## src/rtl/axis_pkg.sv

```systemverilog
// Shared defaults and FSM encoding for the AXI-Stream packet generator.
package axis_pkg;

  localparam int DEF_DATA_W = 8;
  localparam int DEF_LEN_W  = 8;
  localparam int DEF_GAP_W  = 4;

  typedef enum logic [1:0] {
    IDLE = 2'd0,
    SEND = 2'd1,
    GAP  = 2'd2,
    FIN  = 2'd3
  } state_e;

endpackage

```

## src/rtl/axis_pkt_gen.sv

```systemverilog
// AXI-Stream burst generator: emits num_pkts packets of pkt_len beats with an
// incrementing data pattern starting at seed, separated by gap idle cycles.
module axis_pkt_gen
  import axis_pkg::*;
#(
  parameter int DATA_W = DEF_DATA_W,
  parameter int LEN_W  = DEF_LEN_W,
  parameter int GAP_W  = DEF_GAP_W
) (
  input  logic              clk,
  input  logic              rst,
  input  logic              start,
  input  logic [LEN_W-1:0]  pkt_len,
  input  logic [7:0]        num_pkts,
  input  logic [GAP_W-1:0]  gap,
  input  logic [DATA_W-1:0] seed,
  output logic              busy,
  output logic              done,
  output logic [DATA_W-1:0] m_data,
  output logic              m_valid,
  input  logic              m_ready,
  output logic              m_last
);

  state_e             r_state;
  logic [LEN_W-1:0]   r_len;
  logic [7:0]         r_npkts;
  logic [GAP_W-1:0]   r_gap;
  logic [LEN_W-1:0]   r_beat_cnt;
  logic [7:0]         r_pkt_cnt;
  logic [GAP_W-1:0]   r_gap_cnt;

  logic               w_xfer;
  logic [LEN_W-1:0]   w_beat_nxt;
  logic [LEN_W-1:0]   w_len_m1;
  logic               w_final_pkt;

  assign w_xfer      = m_valid && m_ready;
  assign w_beat_nxt  = r_beat_cnt + LEN_W'(1);
  assign w_len_m1    = r_len - LEN_W'(1);
  assign w_final_pkt = (r_pkt_cnt == (r_npkts - 8'd1));

  // Burst FSM with counters; every output is a flop so m_ready never reaches
  // m_valid/m_data/m_last through logic.
  // NOTE: sequential state uses non-blocking assignments only, so every flop
  // sees the pre-edge value of every other flop regardless of statement order.
  always_ff @(posedge clk or negedge rst) begin
    if (!rst) begin
      r_state    <= IDLE;
      r_len      <= '0;
      r_npkts    <= '0;
      r_gap      <= '0;
      r_beat_cnt <= '0;
      r_pkt_cnt  <= '0;
      r_gap_cnt  <= '0;
      busy       <= 1'b0;
      done       <= 1'b0;
      m_data     <= '0;
      m_valid    <= 1'b0;
      m_last     <= 1'b0;
    end else begin
      done <= 1'b0;
      case (r_state)
        IDLE: begin
          if (start) begin
            r_len      <= pkt_len;
            r_npkts    <= num_pkts;
            r_gap      <= gap;
            r_beat_cnt <= '0;
            r_pkt_cnt  <= '0;
            busy       <= 1'b1;
            if (pkt_len == '0 || num_pkts == '0) begin
              // Empty burst: straight to FIN, no beats.
              r_state <= FIN;
              done    <= 1'b1;
            end else begin
              r_state <= SEND;
              m_data  <= seed;
              m_valid <= 1'b1;
              m_last  <= (pkt_len == LEN_W'(1));
            end
          end
        end

        SEND: begin
          if (w_xfer) begin
            // Data keeps counting across packet boundaries.
            m_data <= m_data + DATA_W'(1);
            if (m_last) begin
              r_beat_cnt <= '0;
              if (w_final_pkt) begin
                r_state <= FIN;
                m_valid <= 1'b0;
                m_last  <= 1'b0;
                done    <= 1'b1;
              end else begin
                r_pkt_cnt <= r_pkt_cnt + 8'd1;
                if (r_gap == '0) begin
                  // Back-to-back packet: valid stays high, no bubble.
                  m_last <= (r_len == LEN_W'(1));
                end else begin
                  r_state   <= GAP;
                  m_valid   <= 1'b0;
                  m_last    <= 1'b0;
                  r_gap_cnt <= r_gap - GAP_W'(1);
                end
              end
            end else begin
              r_beat_cnt <= w_beat_nxt;
              m_last     <= (w_beat_nxt == w_len_m1);
            end
          end
        end

        GAP: begin
          if (r_gap_cnt == '0) begin
            r_state <= SEND;
            m_valid <= 1'b1;
            m_last  <= (r_len == LEN_W'(1));
          end else begin
            r_gap_cnt <= r_gap_cnt - GAP_W'(1);
          end
        end

        FIN: begin
          busy    <= 1'b0;
          r_state <= IDLE;
        end

        default: r_state <= IDLE;
      endcase
    end
  end

endmodule

```

## config.mk

```make
export PLATFORM = sky130hd
export DESIGN_NAME = axis_pkt_gen
export DESIGN_NICKNAME = d
export VERILOG_FILES = /design/src/rtl/axis_pkg.sv /design/src/rtl/axis_pkt_gen.sv
export SDC_FILE = /design/constraint.sdc
export NUM_CORES = 1
export LEC_CHECK = 0
export ABC_CLOCK_PERIOD_IN_PS = 3600
export CAP_MARGIN = 40
export CORE_MARGIN = 2
export CORE_UTILIZATION = 29
export CTS_BUF_LIST = sky130_fd_sc_hd__clkbuf_8
export CTS_CLUSTER_DIAMETER = 150
export CTS_CLUSTER_SIZE = 30
export DETAILED_ROUTE_END_ITERATION = 16
export HOLD_SLACK_MARGIN = 0.1
export PLACE_DENSITY = 0.53
export SLEW_MARGIN = 20
export SYNTH_ARGS = -nofsm -noshare
export SYNTH_HDL_FRONTEND = slang
export SYNTH_SLANG_ARGS = --single-unit
```

## constraint.sdc

```tcl
create_clock -name clk -period 3.6 [get_ports clk]
set_clock_uncertainty 0.2 [all_clocks]
set_input_delay 1.08 -clock clk [delete_from_list [all_inputs] [get_ports clk]]
set_output_delay 1.08 -clock clk [all_outputs]
set_load 0.02 [all_outputs]
```

### Yosys cells after proc, flatten, opt, wreduce, memory -nomap -nowiden

Index checks and enable logic that the tools add are counted.

* bits in registers: 54
* input bits: 32
* output and inout bits: 12
* word-level logic and storage cells: 105

* add/subtract/negate cells: 7
* equal/unequal tests: 16
* multiplexer cells: 50
* reductions and logical operators: 20

Operator list (number)
* 8-bit 2-to-1 mux: 9
* 8-bit case mux with 2 select lines: 3
* 8-bit by 1-bit adder with 8-bit output (second input constant): 3
* 1-bit 2-to-1 mux: 20
* 4-bit 2-to-1 mux: 5
* 8-bit by 1-bit equality test with 1-bit output (second input constant): 2
* 8-bit equality test: 2
* 8-bit zero test: 2
* 2-bit != test (second input constant): 8
* 8-bit by 1-bit subtractor with 8-bit output (second input constant): 2
* 5-bit AND reduction: 3
* 2-bit 2-to-1 mux: 7
* 4-bit zero test: 2
* 2-bit case mux with 4 select lines: 1
* 4-bit case mux with 2 select lines: 1
* 4-bit by 1-bit subtractor with 4-bit output (second input constant): 2
* 7-bit AND reduction: 1
* 1-bit case mux with 3 select lines: 2
* 6-bit AND reduction: 1
* 2-bit nonzero test: 3
* 2-bit equality test (second input constant): 2
* 1-bit case mux with 2 select lines: 2
* 2-bit AND reduction: 2
* 4-bit AND reduction: 1
* other kinds (7): 7

### Depth between registers and ports, before layout

Gate-level depths: netlist of run 1.

* depth in word-level cells: 6
* mapped depth: 10
* mapped depth without buffers: 8

### Worst setup path after synthesis of run 1

Ideal clock, no wire load.

* kind: input to register
* start: input port pkt_len[5]
* end: register m_data[5]
* setup time: 0.123 ns
* arrival: 2.458 ns
* required time: 3.277 ns
* setup slack: 0.819 ns
* cell stages on the path: 6
* cell sequence: nor4_1 -> nand2_1 -> o21ai_0 -> a21oi_1 -> clkbuf_1 -> o221a_2

* longest elaborated chain between the ends: 4

Ends and longest elaborated chain
* start, declared: line axis_pkt_gen.sv:13 `input logic [LEN_W-1:0] pkt_len,`
* 8-bit zero test: line axis_pkt_gen.sv:72 `if (pkt_len == '0 || num_pkts == '0) begin`
* 1-bit logical OR: line axis_pkt_gen.sv:72
* 2-bit != test (no source line)
* 4-bit AND reduction (no source line)
* end signal, assigned: line axis_pkt_gen.sv:88 `m_data <= m_data + DATA_W'(1);`
* end, declared: line axis_pkt_gen.sv:19 `output logic [DATA_W-1:0] m_data,`

No other way between the ends.
A chain may end at the register's enable or synchronous reset.

### Worst setup path after layout of run 1

* start: input port num_pkts[3]
* end: register m_valid

* longest elaborated chain between the ends: 4

Ends and longest elaborated chain
* start, declared: line axis_pkt_gen.sv:14 `input logic [7:0] num_pkts,`
* 8-bit zero test: line axis_pkt_gen.sv:72
* 1-bit logical OR: line axis_pkt_gen.sv:72
* 2-bit != test (no source line)
* 7-bit AND reduction (no source line)
* end signal, assigned: line axis_pkt_gen.sv:79 `m_valid <= 1'b1;`
* end signal, assigned: line axis_pkt_gen.sv:93 `m_valid <= 1'b0;`
* end signal, assigned: line axis_pkt_gen.sv:103 `m_valid <= 1'b0;`
* end, declared: line axis_pkt_gen.sv:20 `output logic m_valid,`

No other way between the ends.

==> impl_summary.log, run 1 <==
INFO  metric postSynthCellCount = ~360
INFO  metric hpwl_after_dpl = approximately 6000 µm
INFO  metric design.die.area = approximately 13000 µm²
INFO  metric groute.usage.overall = 0.131
INFO  metric portion_of_the_post_synthesis_area_used_by_sequential_elements = 0.399
INFO  metric cts.path.max_buffers = 2
INFO  metric clockRootBuffer = sky130_fd_sc_hd__clkbuf_8
INFO  metric synth_top_family_by_area = simple AND/OR/NAND/NOR gates
INFO  metric start_util = 0.297
INFO  metric final_cell_mix = 54 x sky130_fd_sc_hd__dfrtp_1, 42 x sky130_fd_sc_hd__clkdlybuf4s50_1, 27 x sky130_fd_sc_hd__nand2_1
INFO  metric io_buffers = 43
INFO  metric pre_cts_slack = approximately 0.19 ns
INFO  metric tritoncts = done
INFO  metric route.vias.total = ~2800
INFO  metric power.sequential.fraction = 0.343
INFO  metric drt_first_pass_iters = 4
INFO  metric worst_setup_hold_path_clk_slew = ~0.090 ns
INFO  metric post_synth_fa_ha_maj_area_fraction = 0.0406
INFO  metric antenna_violations_before_repair = 0
INFO  metric start_kind = input port
INFO  metric synthMuxAreaShare = 0.0845
INFO  metric number_of_placement_rows = 39
INFO  metric cellLeakagePower = about 1.7 nW
INFO  metric drt_iter0_drc = 169
INFO  metric fillCellCount = between 1000 and 1500
INFO  metric h_tree_levels = 2
INFO  metric power_per_cell_area = 808 nW/µm²
INFO  metric total_switching_power = about 1.4 mW
INFO  metric achievable_freq = approximately 0.32 GHz
INFO  metric synthesis.area_per_instance = between 9 and 10 µm²
INFO  metric worst_skew_pair_latency = approximately 0.31 ns
INFO  metric io_pins = between 40 and 50
INFO  metric grt_start_max_net_pins = 55
INFO  metric m1WireLength = 3890 µm
INFO  metric drtAntennaViolNets = 0
INFO  metric die_x = about 110 µm
INFO  metric grt_pass1_wl = 13700 µm
INFO  metric synth_simple_gate_area_frac = 0.194
INFO  metric tritoncts_num_sinks = 54
INFO  metric postSynthRegisterBits = 54
INFO  metric min_period_over_period = 0.865
INFO  metric setup_slack_after_layout = just under 0.5 ns
INFO  metric slew_headroom = 0.455
INFO  metric period_needed = between 3 and 4 ns
INFO  metric place.gp.congestion = approximately 0.8
INFO  metric post_cts_buffers = 0
INFO  metric worst_setup_path_end_kind = flop
INFO  metric yosys_warnings = 0
INFO  metric class_of_the_tightest_hold_or_removal_check = reg -> reg
INFO  metric yosys.area_share.xor_xnor = 0.0724
INFO  metric via_per_inst = between 5 and 6
INFO  metric fin_tns_setup = 0 ns
INFO  metric layout-area-overhead-vs-synth = 21.3%
INFO  metric mostFrequentLayoutCell = sky130_fd_sc_hd__dfrtp_1
INFO  metric num-nets-final = 450
INFO  metric syn_area = 3390 µm²
INFO  metric async_flop_share = 1.00
INFO  metric critPathLaunch = num_pkts[3]
INFO  metric crit_type = in -> reg
INFO  metric antenna_cells_inserted = 0
INFO  metric number_of_global_route_vias_before_repair = between 2000 and 3000
INFO  metric synth_compound_area_frac = 0.173
INFO  metric switching_share = 0.432
INFO  metric tightestPinTransition = 0.816 ns
INFO  metric share_of_post_route_cells_with_drive_strength_above_1 = 0.113
INFO  metric synth_cell_type_count = 55
INFO  metric worst-endpoint-arrival = 3.11 ns
INFO  metric dieHeight = around 110 µm
INFO  metric fin_worst_hold_slack = 0.320 ns
INFO  metric cellInternalPower = 1.89 mW
INFO  metric fin_total_pwr = 3.33 mW
INFO  metric timing.final.setup_violations = 0
INFO  metric status = finished, final reports clean
INFO  metric timing.max_cap.violations = 0
INFO  metric timing_hold_violations_final = 0
INFO  metric routed-wl-met2 = about 3800 µm
INFO  metric overflow = 0
INFO  metric clock_power_share = 0.109
INFO  metric fp.coreArea = about 11000 µm²
INFO  metric synth_edf_count = 0
INFO  metric detail_route.wl_per_cell = 14.6 µm
INFO  metric critical_path_required = between 3 and 4 ns
INFO  metric critPathMaxFanout = 4
INFO  metric power.combinational.fraction = 0.548
INFO  metric met3RoutedLength = between 300 and 400 µm
INFO  metric post_cts_gate_resize_count = 0
INFO  metric synth.net_count = between 400 and 500
INFO  metric dominantRegCellSynth = sky130_fd_sc_hd__dfrtp_1
INFO  metric power.ir.vdd_worst = 367 µV
INFO  metric top_layer_used = met4
INFO  metric drt_wl_total = roughly 8100 µm
INFO  metric post-route-drc-count = 0
INFO  metric rsz_0062_raised_after_global_routing = no
INFO  metric drv_slew = 0
INFO  metric cts_made_buffers = 5
INFO  metric hold_path.startpoint = busy
INFO  metric hold_bufs_at_cts = 0
INFO  metric critical_path.reg2reg.startpoint = r_npkts[0]
-- flip-flops by register name, indices dropped and copies added (netlist names) --
name        flops
m_data          8
r_beat_cnt      8
r_len           8
r_npkts         8
r_pkt_cnt       8
r_gap           4
r_gap_cnt       4
r_state         2
busy            1
done            1
m_last          1
m_valid         1
-- cell type report --
cell class / instances / area, µm² / share of cell area
Clock buffer: 6 / 82.6 / 0.0201
Timing Repair Buffer: 54 / 520 / 0.127
Multi-Input combinational cell: 277 / 1910 / 0.465
Tap cell: 143 / 179 / 0.0435
Inverter: 15 / 56.3 / 0.0137
Clock inverter: 2 / 8.76 / 0.00213
Sequential cell: 54 / 1350 / 0.329
-- cell usage after synthesis (4+ instances only) --
cell | count | area share
sky130_fd_sc_hd__nor3b_1 | 4 | 0.0089
sky130_fd_sc_hd__or4_1 | 5 | 0.011
sky130_fd_sc_hd__ha_1 | 11 | 0.041
sky130_fd_sc_hd__nand3_1 | 14 | 0.021
sky130_fd_sc_hd__a31oi_1 | 6 | 0.011
sky130_fd_sc_hd__nor3_1 | 9 | 0.013
sky130_fd_sc_hd__a21o_1 | 5 | 0.011
sky130_fd_sc_hd__mux2_2 | 21 | 0.070
sky130_fd_sc_hd__nor4_1 | 7 | 0.013
sky130_fd_sc_hd__a21oi_1 | 14 | 0.021
sky130_fd_sc_hd__inv_1 | 14 | 0.016
sky130_fd_sc_hd__nor2_1 | 25 | 0.028
sky130_fd_sc_hd__nand2_1 | 27 | 0.030
sky130_fd_sc_hd__and3_1 | 5 | 0.0092
sky130_fd_sc_hd__mux2i_1 | 5 | 0.015
sky130_fd_sc_hd__o22ai_1 | 6 | 0.011
sky130_fd_sc_hd__o211ai_1 | 5 | 0.011
sky130_fd_sc_hd__dfrtp_1 | 54 | 0.40
sky130_fd_sc_hd__xor2_1 | 11 | 0.028
sky130_fd_sc_hd__o21ai_0 | 20 | 0.030
sky130_fd_sc_hd__nand2b_1 | 5 | 0.0092
sky130_fd_sc_hd__xnor2_1 | 17 | 0.044
sky130_fd_sc_hd__nand4_1 | 6 | 0.011
sky130_fd_sc_hd__o31ai_1 | 4 | 0.0089
sky130_fd_sc_hd__o41ai_1 | 4 | 0.010
sky130_fd_sc_hd__and2_1 | 5 | 0.0092
sky130_fd_sc_hd__a211oi_1 | 4 | 0.0089
sky130_fd_sc_hd__clkbuf_1 | 8 | 0.0089
-- power groups by stage --
stage	Clock [mW]	Sequential, mW	Combinational, mW
6_report	0.361	1.14	1.82
5_1_grt	0.402	1.19	2.04
4_1_cts	0.375	1.14	1.85
3_5_place_dp	0	1.16	1.84
3_3_place_gp	0	1.16	1.82
2_1_floorplan	0	1.14	1.29
-- final timing paths --
kind | end | slack [ns] | cells after the start
min in group asynchronous | r_len[4] | 0.55 | 2
max in group asynchronous | m_data[0] | 2.40 | 2
max | m_valid | 0.49 | 7
min reg2reg | busy | 0.32 | 2
max reg2reg | r_state[0] | 0.69 | 8
min | busy | 0.32 | 2
-- per-layer routing --
metal | track usage | up-vias
met2 | 0.219 | 51
met1 | 0.182 | 1365
met4 | 0.0244 | 0
met3 | 0.0194 | 2
met5 | 0 | -
li1 | - | 1427
-- metrics by stage --
stage | cell area [µm²] | cells | utilization
after CTS | 4110 | 551 | 0.360
after floorplan | 3390 | 358 | -
after global placement | 4020 | 543 | 0.352
after global routing | 4110 | 551 | 0.360
final | 4110 | 551 | 0.360
after detailed placement | 4020 | 543 | 0.352
-- worst max-delay path, cell delays in order --
cell and delay [ns]:
sky130_fd_sc_hd__clkdlybuf4s50_1 0.49, sky130_fd_sc_hd__nor4_1 0.06, sky130_fd_sc_hd__nand2_1 0.12, sky130_fd_sc_hd__o21ai_0 0.16
sky130_fd_sc_hd__a2111oi_1 0.81, sky130_fd_sc_hd__o211ai_1 0.18, sky130_fd_sc_hd__a22o_1 0.22
-- kinds of logic after synthesis --
group                      Yosys count
muxes                               26
and+or+nand+nor                    125
xor gates and xnor gates            28
buffers and inverters               27
adders and majority gates           11
AOI/OAI and AO/OA                   87
DFF                                 54
(Power assumes the default switching activity.)
==> run 2: changes to the inputs <==
Settings changed: SKIP_LAST_GASP set to 1.
==> results of run 2 <==
Final layout, timing and power as in run 1 (identical DEF).
